[src/rtl/mem_access_controller.sv]
// Sequences a 32-bit MEM-stage access onto a 16-bit async SRAM as two half-word
// phases (low then high), stalling the pipeline through `ready` until done.
module mem_access_controller #(
    parameter int unsigned BASE_ADDR   = 1024,
    parameter int unsigned WAIT_CYCLES = 2,
    parameter int unsigned SRAM_ADDR_W = 18
) (
    input  logic                   clk,
    input  logic                   rst,
    input  logic                   rd_en,
    input  logic                   wr_en,
    input  logic [31:0]            address,
    input  logic [31:0]            wdata,
    output logic [31:0]            rdata,
    output logic                   ready,
    output logic [SRAM_ADDR_W-1:0] sram_addr,
    output logic [15:0]            sram_dq_out,
    output logic                   sram_dq_oe,
    input  logic [15:0]            sram_dq_in,
    output logic                   sram_we_n
);

    // state | meaning
    // IDLE  | waiting for rd_en/wr_en; ready follows the absence of a request
    // LOW   | half-word phase for data bits [15:0], W+1 cycles
    // HIGH  | half-word phase for data bits [31:16], W+1 cycles
    // DONE  | one cycle with ready = 1 while the pipeline advances
    typedef enum logic [1:0] {IDLE, LOW, HIGH, DONE} state_t;

    localparam logic [3:0] W = WAIT_CYCLES[3:0];

    state_t                 state_q, state_n;
    logic [3:0]             cnt_q, cnt_n;
    logic                   is_wr_q;
    logic [SRAM_ADDR_W-2:0] off_q;
    logic [15:0]            wdata_hi_q;

    logic                   req;
    logic                   latch;
    logic                   cap_lo, cap_hi;
    logic [31:0]            addr_diff;
    logic [SRAM_ADDR_W-2:0] off_in;
    logic [SRAM_ADDR_W-1:0] addr_n;
    logic [15:0]            dq_out_n;
    logic                   oe_n;
    logic                   we_n_n;
    logic                   unused_addr_bits;

    assign req       = rd_en | wr_en;
    assign addr_diff = address - BASE_ADDR;
    // Only the bits that survive truncation to the SRAM half-word address are kept.
    assign off_in    = addr_diff[SRAM_ADDR_W:2];
    assign unused_addr_bits = ^{addr_diff[31:SRAM_ADDR_W+1], addr_diff[1:0]};

    always_comb begin
        state_n  = state_q;
        cnt_n    = cnt_q;
        latch    = 1'b0;
        cap_lo   = 1'b0;
        cap_hi   = 1'b0;
        ready    = 1'b0;
        addr_n   = sram_addr;
        dq_out_n = sram_dq_out;
        oe_n     = sram_dq_oe;
        we_n_n   = sram_we_n;
        case (state_q)
            IDLE: begin
                ready = ~req;
                if (req) begin
                    state_n = LOW;
                    cnt_n   = 4'd0;
                    latch   = 1'b1;
                    addr_n  = {off_in, 1'b0};
                    if (wr_en) dq_out_n = wdata[15:0];
                    oe_n    = wr_en;
                    we_n_n  = ~wr_en;
                end
            end
            LOW, HIGH: begin
                if (cnt_q == W) begin
                    cnt_n = 4'd0;
                    if (state_q == LOW) begin
                        state_n = HIGH;
                        cap_lo  = ~is_wr_q;
                        addr_n  = {off_q, 1'b1};
                        if (is_wr_q) dq_out_n = wdata_hi_q;
                        oe_n    = is_wr_q;
                        we_n_n  = ~is_wr_q;
                    end else begin
                        state_n = DONE;
                        cap_hi  = ~is_wr_q;
                        oe_n    = 1'b0;
                        we_n_n  = 1'b1;
                    end
                end else begin
                    cnt_n  = cnt_q + 4'd1;
                    // Strobe rises one cycle before the phase ends so data holds past WE#.
                    we_n_n = ~(is_wr_q && (cnt_n < W));
                end
            end
            DONE: begin
                ready   = 1'b1;
                state_n = IDLE;
            end
            default: state_n = IDLE;
        endcase
    end

    always_ff @(posedge clk or negedge rst) begin
        if (!rst) begin
            state_q     <= IDLE;
            cnt_q       <= 4'd0;
            is_wr_q     <= 1'b0;
            off_q       <= '0;
            wdata_hi_q  <= 16'd0;
            rdata       <= 32'd0;
            sram_addr   <= '0;
            sram_dq_out <= 16'd0;
            sram_dq_oe  <= 1'b0;
            sram_we_n   <= 1'b1;
        end else begin
            state_q     <= state_n;
            cnt_q       <= cnt_n;
            sram_addr   <= addr_n;
            sram_dq_out <= dq_out_n;
            sram_dq_oe  <= oe_n;
            sram_we_n   <= we_n_n;
            if (latch) begin
                is_wr_q    <= wr_en;
                off_q      <= off_in;
                wdata_hi_q <= wdata[31:16];
            end
            if (cap_lo) rdata[15:0]  <= sram_dq_in;
            if (cap_hi) rdata[31:16] <= sram_dq_in;
        end
    end

endmodule

[config.mk]
export PLATFORM = sky130hd
export DESIGN_NAME = mem_access_controller
export DESIGN_NICKNAME = d
export VERILOG_FILES = /design/src/rtl/mem_access_controller.sv
export SDC_FILE = /design/constraint.sdc
export NUM_CORES = 1
export LEC_CHECK = 0
export ABC_AREA = 1
export BUFFER_PORTS_ARGS = -buffer_cell sky130_fd_sc_hd__buf_2
export CAP_MARGIN = 20
export CORE_MARGIN = 3
export CORE_UTILIZATION = 49
export CTS_CLUSTER_SIZE = 30
export DETAILED_ROUTE_END_ITERATION = 8
export PLACE_DENSITY_LB_ADDON = 0.05
export SLEW_MARGIN = 20
export SYNTH_ARGS = -nofsm -noshare
export SYNTH_HDL_FRONTEND = slang
export SYNTH_SLANG_ARGS = --single-unit
[constraint.sdc]
create_clock -name clk -period 4.6 [get_ports clk]
set_input_delay 0 -clock clk [delete_from_list [all_inputs] [get_ports clk]]
set_output_delay 0 -clock clk [all_outputs]
set_load 0.005 [all_outputs]
==> impl_metrics.json <==
{
  "status": "completed",
  "place_congestion": 0.843,
  "synthCells": 619,
  "whs_ns": 0.0446,
  "slew_headroom_pct": 32.1,
  "synth_area_um2": 4900,
  "drc": 0,
  "synth.largest_area_cell": "dfrtp_1",
  "critPathKind": "flip-flop to flip-flop",
  "period_needed_ns": 2.98,
  "fmax_mhz": 335,
  "die-area_um2": 11200,
  "vias_per_cell": 4.75,
  "cp.required_ns": 4.90,
  "htree_levels": 3,
  "placed_cells": 861,
  "rsz0062_at_grt": "no",
  "max_cap_viol_count": 0,
  "holdCritPathClass": "primary input to flip-flop",
  "cp_slowest_stage_delay_ns": 0.56,
  "dp_hpwl_um": 7860,
  "ys_ff_latch": 108,
  "p_per_area_nw_per_um2": 683,
  "io_buffers": 137,
  "io_pins": 153,
  "drive_gt1_share_pct": 20.5,
  "start_util_pct": 51.8,
  "clkTransAtPathRegs_ns": 0.11,
  "cts_sinks": 108,
  "cts_resized": 0,
  "arrival_ns": 3.28,
  "cts_buffer_depth": 2,
  "start_kind": "flip-flop",
  "finalCritPeriodShare_pct": 64.9,
  "rows": 35,
  "first_global_vias": 4418,
  "cp_max_fo": 43,
  "synthDistinctLibCells": 27,
  "crit_path_end_kind": "flip-flop",
  "finalWirelength_um": 12400,
  "syn-num-nets": 709,
  "coreArea_um2": 9460,
  "nNetsFinal": 901,
  "dr.pass1.iters": 4,
  "grt_pass1_wl_um": 21100,
  "maxSlewViolCount": 0,
  "cts_made_buffers": 9,
  "finalSetupTns_ns": 0,
  "grt_max_degree": 77,
  "drt_iter0_drc": 190,
  "ys_seq_area_share_pct": 55.2,
  "clk_latency_ns": 0.36,
  "setup_viol_count_final": 0,
  "peakVddDrop_uv": 287,
  "cts_root_buffer": "clkbuf_8",
  "die_y_um": 106,
  "synthToLayoutAreaGrowth_pct": 33.7,
  "grt_use_total_pct": 22.9,
  "die_w_um": 106,
  "synth_top_area_share_pct": 54.7,
  "avgSynthCellArea_um2": 7.91,
  "finalHoldViolations": 0,
  "ys_warn_count": 0,
  "cpMaxStageDelayCell": "inv_1",
  "path_cells": "inv_1 > ha_1 > buf_4 > inv_4 > nor2_1 > nor2_1 > nand3_2 > inv_1 > nand3_1 > nand2_1",
  "p_leak_nw": 3.66,
  "wl_per_cell_um": 13.1,
  "tightest_slew_ns": 1.02,
  "layoutNonFillerInstCount": 945,
  "postLayoutCellArea_um2": 6550,
  "grt-ovfl-total": 0,
  "dpl-instance-area_um2": 5640,
  "antenna_found_initial": 0,
  "vias": 4489,
  "cts_tree": "built",
  "clock_skew_ns": 0.0114,
  "diodes": 0,
  "netlist_top_cells_area": "dfrtp_1, nand2_1, o21ai_0",
  "drtAntennaViolNets": 0
}
timing repair:
action / CTS / global route
endpoints found under the hold margin: 167 / 0
hold buffers: 67 / 0
setup buffers: 0 / 0
setup endpoints to repair: 0 / 0
routing by layer:
metal | wire length (µm) | GRT usage (%) | vias to the layer above
met5 | 0 | 0 | -
met4 | 286 | 7.96 | 0
met3 | 559 | 4.43 | 22
met2 | 5850 | 37.1 | 125
met1 | 5670 | 30.9 | 2054
li1 | - | - | 2288
cells in the mapped netlist:
| cell type | instances |
|---|---|
| a21oi_1 | 4 |
| a31oi_1 | 5 |
| buf_2 | 7 |
| buf_4 | 3 |
| buf_6 | 1 |
| clkbuf_1 | 16 |
| dfrtp_1 | 107 |
| dfstp_2 | 1 |
| ha_1 | 6 |
| inv_1 | 54 |
| inv_2 | 2 |
| inv_4 | 1 |
| nand2_1 | 273 |
| nand2_4 | 1 |
| nand3_1 | 30 |
| nand3_2 | 1 |
| nand3b_1 | 1 |
| nand4_1 | 2 |
| nor2_1 | 34 |
| nor2_4 | 1 |
| nor3_4 | 1 |
| o21ai_0 | 62 |
| o21ai_1 | 2 |
| o21ai_2 | 1 |
| o22ai_1 | 1 |
| or2_2 | 1 |
| xor2_1 | 1 |
stage by stage:
| stage | setup WS (ns) | power, W | util [%] |
|---|---|---|---|
| after floorplan | 2.87 | 0.00315 | - |
| after global placement | 1.70 | 0.00374 | 59.6 |
| after detailed placement | 1.63 | 0.00381 | 59.6 |
| after CTS | 1.61 | 0.00451 | 69.1 |
| after global routing | 1.32 | 0.00491 | 69.2 |
| final | 1.62 | 0.00447 | 69.2 |
path summary, 6_finish.rpt:
path / from / to / slack [ns] / cells after the start
hold reg to reg: sram_dq_out[12]$_DFFE_PN0P_ / sram_dq_out[12]$_DFFE_PN0P_ / 0.48 / 2
hold / removal: rd_en / state_q[1]$_DFFE_PN0P_ / 0.04 / 6
min in group asynchronous: rst / cnt_q[2]$_DFFE_PN0P_ / 0.31 / 2
max in group asynchronous: rst / wdata_hi_q[7]$_DFFE_PN0P_ / 3.28 / 3
setup / recovery: state_q[0]$_DFFE_PN0P_ / sram_addr[14]$_DFFE_PN0P_ / 1.62 / 10
setup reg to reg: state_q[0]$_DFFE_PN0P_ / sram_addr[14]$_DFFE_PN0P_ / 1.62 / 10
cells by family after synthesis:
group                      Yosys count  synth area share [%]
DFF                                108                  55.2
adders and majority gates            6                  1.53
and+or+nand+nor                    345                  28.1
buffers and inverters               84                  7.05
xor gates and xnor gates             1                 0.179
AOI/OAI and AO/OA                   75                  7.89
worst max-delay path, delay by kind of cell, from the launching register on:
kind	cells	cell delay [ns]
adder cells (fa/ha/maj)	1	0.29
buffers and inverters	4	1.24
AND/OR/NAND/NOR	5	0.97
flip-flops	1	0.41
state kept, by name, summed over array words and instances, names as in the netlist:
register / cells
rdata: 32
wdata_hi_q: 16
is_wr_q: 1
sram_dq_out: 16
sram_we_n: 1
sram_dq_oe: 1
state_q: 2
sram_addr: 18
off_q: 17
cnt_q: 4
report_power, final:
group	leakage, nW	internal [W]	total (W)	switching [W]
registers	1.31	0.00142	0.00166	0.000242
clock network	0.112	0.000271	0.000640	0.000369
logic	2.23	0.000784	0.00217	0.00139
final cells by class:
cell class	count	area, µm²
multi-input combinational	427	1850
inverter	57	216
sequential	108	2700
fill	812	2910
clock buffer	9	124
tap	129	161
timing repair buffer	208	1390
clock inverter	7	100
layout by cell type (no fill, tap or decap), drive strengths merged:
cell / count
nand4: 2
clkinv: 2
xor2: 1
nand3b: 1
dfstp: 1
nand3: 31
inv: 61
dfrtp: 107
a31oi: 5
a21oi: 4
buf: 141
nand2: 274
clkbuf: 9
ha: 6
dlygate4sd3: 67
nor2: 35
o22ai: 1
bufinv: 1
nor3: 1
or2: 1
o21ai: 65
(Power assumes the default switching activity.)
